<file path="src/rtl/riscv_pkg.sv">
// Shared RV32I decode definitions: opcodes, ALU codes, control bundle and immediate formats.
package riscv_pkg;

  localparam logic [6:0] OP_LOAD   = 7'b0000011;
  localparam logic [6:0] OP_STORE  = 7'b0100011;
  localparam logic [6:0] OP_REG    = 7'b0110011;
  localparam logic [6:0] OP_IMM    = 7'b0010011;
  localparam logic [6:0] OP_BRANCH = 7'b1100011;
  localparam logic [6:0] OP_JAL    = 7'b1101111;
  localparam logic [6:0] OP_JALR   = 7'b1100111;
  localparam logic [6:0] OP_LUI    = 7'b0110111;
  localparam logic [6:0] OP_AUIPC  = 7'b0010111;

  localparam int CTRL_W = 13;

  localparam logic [3:0] ALU_ADD   = 4'd0;
  localparam logic [3:0] ALU_SUB   = 4'd1;
  localparam logic [3:0] ALU_AND   = 4'd2;
  localparam logic [3:0] ALU_OR    = 4'd3;
  localparam logic [3:0] ALU_XOR   = 4'd4;
  localparam logic [3:0] ALU_SLT   = 4'd5;
  localparam logic [3:0] ALU_SLTU  = 4'd6;
  localparam logic [3:0] ALU_SLL   = 4'd7;
  localparam logic [3:0] ALU_SRL   = 4'd8;
  localparam logic [3:0] ALU_SRA   = 4'd9;
  localparam logic [3:0] ALU_COPYB = 4'd10;
  localparam logic [3:0] ALU_ADDPC = 4'd11;

  typedef enum logic [2:0] {IMM_I, IMM_S, IMM_B, IMM_U, IMM_J} imm_src_e;

  // spare is the top bit of the 13-bit bundle; always driven 0.
  typedef struct packed {
    logic       spare;
    logic [1:0] result_src;
    logic       mem_write;
    logic       alu_src;
    logic       reg_write;
    logic       jump;
    logic       branch;
    logic [3:0] alu_control;
    logic       mem_read;
  } id_ctrl_t;

  function automatic logic [3:0] alu_from_funct(input logic [2:0] funct3,
                                                input logic       funct7b5,
                                                input logic       allow_sub);
    case (funct3)
      3'b000:  alu_from_funct = (allow_sub && funct7b5) ? ALU_SUB : ALU_ADD;
      3'b001:  alu_from_funct = ALU_SLL;
      3'b010:  alu_from_funct = ALU_SLT;
      3'b011:  alu_from_funct = ALU_SLTU;
      3'b100:  alu_from_funct = ALU_XOR;
      3'b101:  alu_from_funct = funct7b5 ? ALU_SRA : ALU_SRL;
      3'b110:  alu_from_funct = ALU_OR;
      default: alu_from_funct = ALU_AND;
    endcase
  endfunction

endpackage

</file>
<file path="src/rtl/id_decode.sv">
// Combinational main/ALU decoder: opcode, funct3, funct7[5] -> control bundle, immediate format, illegal flag.
module id_decode
  import riscv_pkg::*;
(
  input  logic [6:0] op,
  input  logic [2:0] funct3,
  input  logic       funct7b5,
  output id_ctrl_t   ctrl,
  output imm_src_e   imm_src,
  output logic       illegal
);

  always_comb begin
    ctrl    = '0;
    imm_src = IMM_I;
    illegal = 1'b0;
    case (op)
      OP_LOAD: begin
        ctrl.result_src = 2'b01;
        ctrl.alu_src    = 1'b1;
        ctrl.reg_write  = 1'b1;
        ctrl.mem_read   = 1'b1;
        ctrl.alu_control = ALU_ADD;
      end
      OP_STORE: begin
        ctrl.mem_write   = 1'b1;
        ctrl.alu_src     = 1'b1;
        ctrl.alu_control = ALU_ADD;
        imm_src          = IMM_S;
      end
      OP_REG: begin
        ctrl.reg_write   = 1'b1;
        ctrl.alu_control = alu_from_funct(funct3, funct7b5, 1'b1);
      end
      OP_IMM: begin
        ctrl.reg_write   = 1'b1;
        ctrl.alu_src     = 1'b1;
        ctrl.alu_control = alu_from_funct(funct3, funct7b5, 1'b0);
      end
      OP_BRANCH: begin
        // Comparison flavour rides on the ALU code: equality via SUB, signed/unsigned via SLT/SLTU.
        ctrl.branch = 1'b1;
        imm_src     = IMM_B;
        case (funct3[2:1])
          2'b10:   ctrl.alu_control = ALU_SLT;
          2'b11:   ctrl.alu_control = ALU_SLTU;
          default: ctrl.alu_control = ALU_SUB;
        endcase
      end
      OP_JAL: begin
        ctrl.result_src = 2'b10;
        ctrl.reg_write  = 1'b1;
        ctrl.jump       = 1'b1;
        imm_src         = IMM_J;
      end
      OP_JALR: begin
        ctrl.result_src  = 2'b10;
        ctrl.reg_write   = 1'b1;
        ctrl.jump        = 1'b1;
        ctrl.alu_src     = 1'b1;
        ctrl.alu_control = ALU_ADD;
      end
      OP_LUI: begin
        ctrl.reg_write   = 1'b1;
        ctrl.alu_src     = 1'b1;
        ctrl.alu_control = ALU_COPYB;
        imm_src          = IMM_U;
      end
      OP_AUIPC: begin
        ctrl.reg_write   = 1'b1;
        ctrl.alu_src     = 1'b1;
        ctrl.alu_control = ALU_ADDPC;
        imm_src          = IMM_U;
      end
      default: illegal = 1'b1;
    endcase
  end

endmodule

</file>
<file path="src/rtl/id_stage_pipe.sv">
// RV32I decode/register-read stage with valid/ready handshake, 2-entry skid buffer and flush.
// Optional macro ID_WB_BYPASS_EN: forward writeback data on capture and into held entries.
module id_stage_pipe
  import riscv_pkg::*;
#(
  parameter int XLEN = 32,
  parameter int PC_W = 32
) (
  input  logic              clk,
  input  logic              reset,
  input  logic              in_valid,
  output logic              in_ready,
  input  logic [31:0]       in_instr,
  input  logic [PC_W-1:0]   in_pc,
  input  logic [PC_W-1:0]   in_pc_plus4,
  input  logic              flush,
  output logic [4:0]        rf_ra1,
  output logic [4:0]        rf_ra2,
  input  logic [XLEN-1:0]   rf_rd1,
  input  logic [XLEN-1:0]   rf_rd2,
  input  logic              wb_we,
  input  logic [4:0]        wb_rd,
  input  logic [XLEN-1:0]   wb_data,
  output logic [4:0]        hz_rd,
  output logic              out_valid,
  input  logic              out_ready,
  output logic [CTRL_W-1:0] out_ctrl,
  output logic [XLEN-1:0]   out_r1,
  output logic [XLEN-1:0]   out_r2,
  output logic [4:0]        out_rs1,
  output logic [4:0]        out_rs2,
  output logic [4:0]        out_rd,
  output logic [XLEN-1:0]   out_imm,
  output logic [PC_W-1:0]   out_pc,
  output logic [PC_W-1:0]   out_pc_plus4,
  output logic              out_illegal
);

  typedef enum logic [1:0] {EMPTY, ONE, FULL} occ_e;

  typedef struct packed {
    id_ctrl_t        ctrl;
    logic            illegal;
    logic [4:0]      rs1;
    logic [4:0]      rs2;
    logic [4:0]      rd;
    logic [XLEN-1:0] r1;
    logic [XLEN-1:0] r2;
    logic [XLEN-1:0] imm;
    logic [PC_W-1:0] pc;
    logic [PC_W-1:0] pc_plus4;
  } entry_t;

  occ_e     state_reg, state_next;
  entry_t   main_reg, main_next, main_snoop;
  entry_t   skid_reg, skid_next, skid_snoop;
  entry_t   in_entry;
  logic     in_ready_reg;
  id_ctrl_t dec_ctrl;
  imm_src_e dec_imm_src;
  logic     dec_illegal;
  logic [31:0]     imm32;
  logic [XLEN-1:0] in_r1, in_r2;
  logic     accept, xfer;

  assign rf_ra1 = in_instr[19:15];
  assign rf_ra2 = in_instr[24:20];
  assign hz_rd  = in_instr[11:7];

  id_decode u_decode (
    .op      (in_instr[6:0]),
    .funct3  (in_instr[14:12]),
    .funct7b5(in_instr[30]),
    .ctrl    (dec_ctrl),
    .imm_src (dec_imm_src),
    .illegal (dec_illegal)
  );

  always_comb begin
    imm32 = '0;
    case (dec_imm_src)
      IMM_I:   imm32 = {{20{in_instr[31]}}, in_instr[31:20]};
      IMM_S:   imm32 = {{20{in_instr[31]}}, in_instr[31:25], in_instr[11:7]};
      IMM_B:   imm32 = {{19{in_instr[31]}}, in_instr[31], in_instr[7], in_instr[30:25],
                        in_instr[11:8], 1'b0};
      IMM_U:   imm32 = {in_instr[31:12], 12'b0};
      IMM_J:   imm32 = {{11{in_instr[31]}}, in_instr[31], in_instr[19:12], in_instr[20],
                        in_instr[30:21], 1'b0};
      default: imm32 = '0;
    endcase
  end

`ifdef ID_WB_BYPASS_EN
  function automatic logic [XLEN-1:0] fwd(input logic [4:0]      rs,
                                          input logic [XLEN-1:0] cur,
                                          input logic            we,
                                          input logic [4:0]      wrd,
                                          input logic [XLEN-1:0] wdata);
    return (rs != 5'd0 && we && wrd == rs) ? wdata : cur;
  endfunction

  always_comb begin
    in_r1         = fwd(rf_ra1, rf_rd1, wb_we, wb_rd, wb_data);
    in_r2         = fwd(rf_ra2, rf_rd2, wb_we, wb_rd, wb_data);
    main_snoop    = main_reg;
    skid_snoop    = skid_reg;
    main_snoop.r1 = fwd(main_reg.rs1, main_reg.r1, wb_we, wb_rd, wb_data);
    main_snoop.r2 = fwd(main_reg.rs2, main_reg.r2, wb_we, wb_rd, wb_data);
    skid_snoop.r1 = fwd(skid_reg.rs1, skid_reg.r1, wb_we, wb_rd, wb_data);
    skid_snoop.r2 = fwd(skid_reg.rs2, skid_reg.r2, wb_we, wb_rd, wb_data);
  end
`else
  // Without forwarding the hazard unit guarantees operands; writeback ports are intentionally idle.
  logic unused_wb;
  assign unused_wb = ^{wb_we, wb_rd, wb_data};

  always_comb begin
    in_r1      = rf_rd1;
    in_r2      = rf_rd2;
    main_snoop = main_reg;
    skid_snoop = skid_reg;
  end
`endif

  always_comb begin
    in_entry          = '0;
    in_entry.ctrl     = dec_ctrl;
    if (in_instr[11:7] == 5'd0) in_entry.ctrl.reg_write = 1'b0;
    in_entry.illegal  = dec_illegal;
    in_entry.rs1      = in_instr[19:15];
    in_entry.rs2      = in_instr[24:20];
    in_entry.rd       = in_instr[11:7];
    in_entry.r1       = in_r1;
    in_entry.r2       = in_r2;
    in_entry.imm      = XLEN'($signed(imm32));
    in_entry.pc       = in_pc;
    in_entry.pc_plus4 = in_pc_plus4;
  end

  assign accept = in_valid && in_ready_reg;
  assign xfer   = out_valid && out_ready;

  always_comb begin
    state_next = state_reg;
    main_next  = main_snoop;
    skid_next  = skid_snoop;
    case (state_reg)
      EMPTY: begin
        if (accept) begin
          state_next = ONE;
          main_next  = in_entry;
        end
      end
      ONE: begin
        if (accept && !xfer) begin
          state_next = FULL;
          skid_next  = in_entry;
        end else if (accept && xfer) begin
          main_next = in_entry;
        end else if (xfer) begin
          state_next = EMPTY;
        end
      end
      FULL: begin
        if (xfer) begin
          state_next = ONE;
          main_next  = skid_snoop;
        end
      end
      default: state_next = EMPTY;
    endcase
    if (flush) state_next = EMPTY;
    // An empty main slot must never present write strobes downstream.
    if (state_next == EMPTY) begin
      main_next.ctrl    = '0;
      main_next.illegal = 1'b0;
    end
  end

  always_ff @(posedge clk) begin
    if (reset) begin
      state_reg    <= EMPTY;
      main_reg     <= '0;
      skid_reg     <= '0;
      in_ready_reg <= 1'b1;
    end else begin
      state_reg    <= state_next;
      main_reg     <= main_next;
      skid_reg     <= skid_next;
      in_ready_reg <= (state_next != FULL);
    end
  end

  assign in_ready     = in_ready_reg;
  assign out_valid    = (state_reg != EMPTY);
  assign out_ctrl     = main_reg.ctrl;
  assign out_illegal  = main_reg.illegal;
  assign out_r1       = main_reg.r1;
  assign out_r2       = main_reg.r2;
  assign out_rs1      = main_reg.rs1;
  assign out_rs2      = main_reg.rs2;
  assign out_rd       = main_reg.rd;
  assign out_imm      = main_reg.imm;
  assign out_pc       = main_reg.pc;
  assign out_pc_plus4 = main_reg.pc_plus4;

endmodule

</file>
<file path="config.mk">
export PLATFORM = sky130hd
export DESIGN_NAME = id_stage_pipe
export DESIGN_NICKNAME = d
export VERILOG_FILES = /design/src/rtl/riscv_pkg.sv /design/src/rtl/id_decode.sv /design/src/rtl/id_stage_pipe.sv
export SDC_FILE = /design/constraint.sdc
export NUM_CORES = 1
export LEC_CHECK = 0
export ABC_AREA = 1
export BUFFER_PORTS_ARGS = -buffer_cell sky130_fd_sc_hd__buf_2
export CELL_PAD_IN_SITES_DETAIL_PLACEMENT = 1
export CELL_PAD_IN_SITES_GLOBAL_PLACEMENT = 1
export CORE_MARGIN = 5
export CORE_UTILIZATION = 35
export CTS_BUF_LIST = sky130_fd_sc_hd__clkbuf_4 sky130_fd_sc_hd__clkbuf_8
export DETAILED_ROUTE_END_ITERATION = 6
export PLACE_DENSITY = 0.89
export SLEW_MARGIN = 25
export SYNTH_ARGS = -nofsm -noshare
export SYNTH_HDL_FRONTEND = slang
export SYNTH_SLANG_ARGS = --single-unit
</file>
<file path="constraint.sdc">
create_clock -name clk -period 1.4 [get_ports clk]
set_input_delay 0.14 -clock clk [delete_from_list [all_inputs] [get_ports clk]]
set_output_delay 0.14 -clock clk [all_outputs]
set_load 0.05 [all_outputs]
</file>
==> impl_metrics.ini <==
[pwr]
ir_drop_mv = 1.417
power_density_mw_per_mm2 = 1232
p_leak_nw = 10.26

[drt]
avgRoutedWirePerCell_um = 26.96
first_pass_iters = 6
ant_nets = 0
wl_met3_mm = 7.662
drc_errors = 0
highest-signal-layer = met5
wl_met1_mm = 31.94
route.met2.wl_mm = 43.02
num_vias = 19400
drt_iter0_drc = 1993
wl_mm = 89.15
vias_per_cell = 5.865

[final_layout]
multi_input_area_mm2 = 0.007121
layout_commonest_cell = nand2_1
final_cell_mix = nand2_1, dfxtp_1, buf_2
largest_reg_flops = 188
num-nets-final = 2860
fill_cells = 5236
layout.cells.non_filler = 3307
drive_gt1_frac = 0.3099
seq_area_mm2 = 0.007599
area_delta_synth_final_pct = 52.03
stdcell_area_mm2 = 0.02366

[sta]
tns_ns = -78.14
period_needed_ns = 2.071
skew_ns = 0.03609
hold_viol_final = 0
hold_slack_ns = 0.07402
fmax_mhz = 482.8
tightest_slew_ns = 0.7268
rsz0062_at_grt = yes
fin_ws_ns = -0.6713
period_share = 1.480
relSlewSlack = 0.5132
finalSetupViolations = 533
maxSlewViolCount = 0

[outcome]
violations = negative setup slack
outcome = complete, but fails checks

[critical_path]
crit_slowest_cell = o21ai_1
rr_startpoint = state_reg[0]$_SDFF_PP0_
path_class = reg -> reg
slowest_delay_ns = 0.56
path_max_fanout = 10
worstPathCellList = buf_4 -> nand2_4 -> nand3_4 -> inv_12 -> buf_12 -> buf_12 -> buf_6 -> o21ai_1 -> a31oi_1
crit_arrival_ns = 2.59
crit_path_end_kind = register
cp_top_family = compound AO/OA/AOI/OAI gates
startpoint = state_reg[0]$_SDFF_PP0_
crit_required_ns = 1.92
crit_path_start_kind = register
crit_buf_inv = 5
cp_common_cell = buf_12

[cts]
cts.sinks = 379
clk-insertion-delay-late_ns = 0.65
clkTransAtPathRegs_ns = 0.07
cts_max_level = 3
cts_max_path_buffers = 3
clockRootBuffer = clkbuf_8
cts_buffers = 68
cts_tree = done

[synth]
syn_area_mm2 = 0.01556
ys.flop_type = dfxtp_1
synth_nets = 2270
syn_inst = 2067
synth_seq_cells = 379
ys_seq_area_frac = 0.4875
synth_edf_count = 0
synth.area.top_cells = dfxtp_1, nand2_1, o21ai_0
synth.top_cell.area_share = 0.4875
synth_top_area_cell = dfxtp_1
synth_top_family_by_area = compound AO/OA/AOI/OAI gates
post_synth.cell_area_avg_um2 = 7.530
synthArstFlopShare = 0
synth_simple_gate_area_share = 0.1716
synth-compound-area-share = 0.2398
synth.distinct_cells = 37
synth_adder_area_share = 0
muxShareOfSynthArea = 0
synth.yosys.warnings = 0
synth-xor-area-share = 0.0005627

[floorplanning]
initial_core_util = 0.3527
pin_count = 409
dieArea_mm2 = 0.04879
core_mm2 = 0.04412
rows = 77
die_y_um = 220.9
die_x_um = 220.9

[place]
placed_cell_area_mm2 = 0.01834
place_ws_ns = -0.3051
dp.cells = 2932
numPortBuffers = 369
dp_hpwl_mm = 39.62
routabilityCongestion = 0.8282

[global_route]
grt_pass1_wl_mm = 112.0
antenna_found_initial = 14
grt_usage = 0.2828
grt_max_degree = 89
grt-ovfl-total = 0
grt_pass1_vias = 19140

[hold_path]
hold_path_class = in -> reg
hold_start = in_instr[7]

[flow_run]
maxCapViolCount = 0
repair_timing:
action,CTS,global route
buffers inserted,6,51
hold buffers,158,0
endpoints found under the hold margin,339,0
gates cloned,2,35
setup endpoints to repair,551,565
pin swaps,7,34
gates resized for setup,54,259
worst paths after layout:
check	to	slack (ns)	cells past startpoint
worst max-delay path	out_pc_plus4[30]$_SDFFE_PP0P_	-0.67	9
worst max register to register	out_pc_plus4[30]$_SDFFE_PP0P_	-0.67	9
worst min-delay path	skid_reg[183]$_SDFFE_PP0P_	0.07	5
worst min register to register	skid_reg[160]$_SDFFE_PP0P_	0.45	2
cell families (layout without fill, tap and decap cells):
family                    count (synthesis)  count (layout)
AOI/OAI and AO/OA                       683             683
xor gates and xnor gates                  1               1
buffers and inverters                   332             969
DFF                                     379             379
other                                     1              12
and+or+nand+nor                         671             671
metrics by stage:
| step | util | power [mW] |
|---|---|---|
| after detailed placement | 0.4156 | 15.82 |
| after floorplan | - | 14.48 |
| after CTS | 0.4917 | 27.78 |
| final | 0.5362 | 29.15 |
| after global placement | 0.4156 | 15.68 |
| after global routing | 0.5360 | 29.88 |
tightest hold or removal path, cell delays in order:
cell     delay [ns]
buf_2          0.21
nor2_1         0.07
nand4_1        0.09
nand2_1        0.06
a21oi_1        0.11
layout make-up:
| class | count | share of cell area |
|---|---|---|
| timing repair buffer | 702 | 0.2547 |
| clock inverter | 10 | 0.005922 |
| inverter | 148 | 0.02596 |
| sequential | 379 | 0.3211 |
| antenna | 11 | 0.001163 |
| clock buffer | 107 | 0.05722 |
| tap | 592 | 0.03130 |
| timing repair inverter | 2 | 0.001639 |
| multi-input combinational | 1356 | 0.3009 |
power by group:
| group | leakage, nW | switching [mW] | internal, mW |
|---|---|---|---|
| Sequential | 3.10 | 0.397 | 11.3 |
| Clock | 0.780 | 5.43 | 6.69 |
| Combinational | 6.38 | 3.66 | 1.68 |
| Total | 10.3 | 9.49 | 19.7 |
synth_stat cells (all sizes together) (4+ instances only):
master and number:
buf 115, o21bai 5, nand4 6, o21ai 284, nand3 45, o22ai 4, o211ai 16, nor2 58
dfxtp 379, a21oi 227, inv 147, nand2 557, a31oi 143, clkbuf 69
metal layers:
layer	track usage	up-vias
li1	-	8091
met1	0.3226	9488
met2	0.4915	1334
met3	0.05924	480
met4	0.1619	2
met5	0	-
Power figures use the tool's default switching activity.
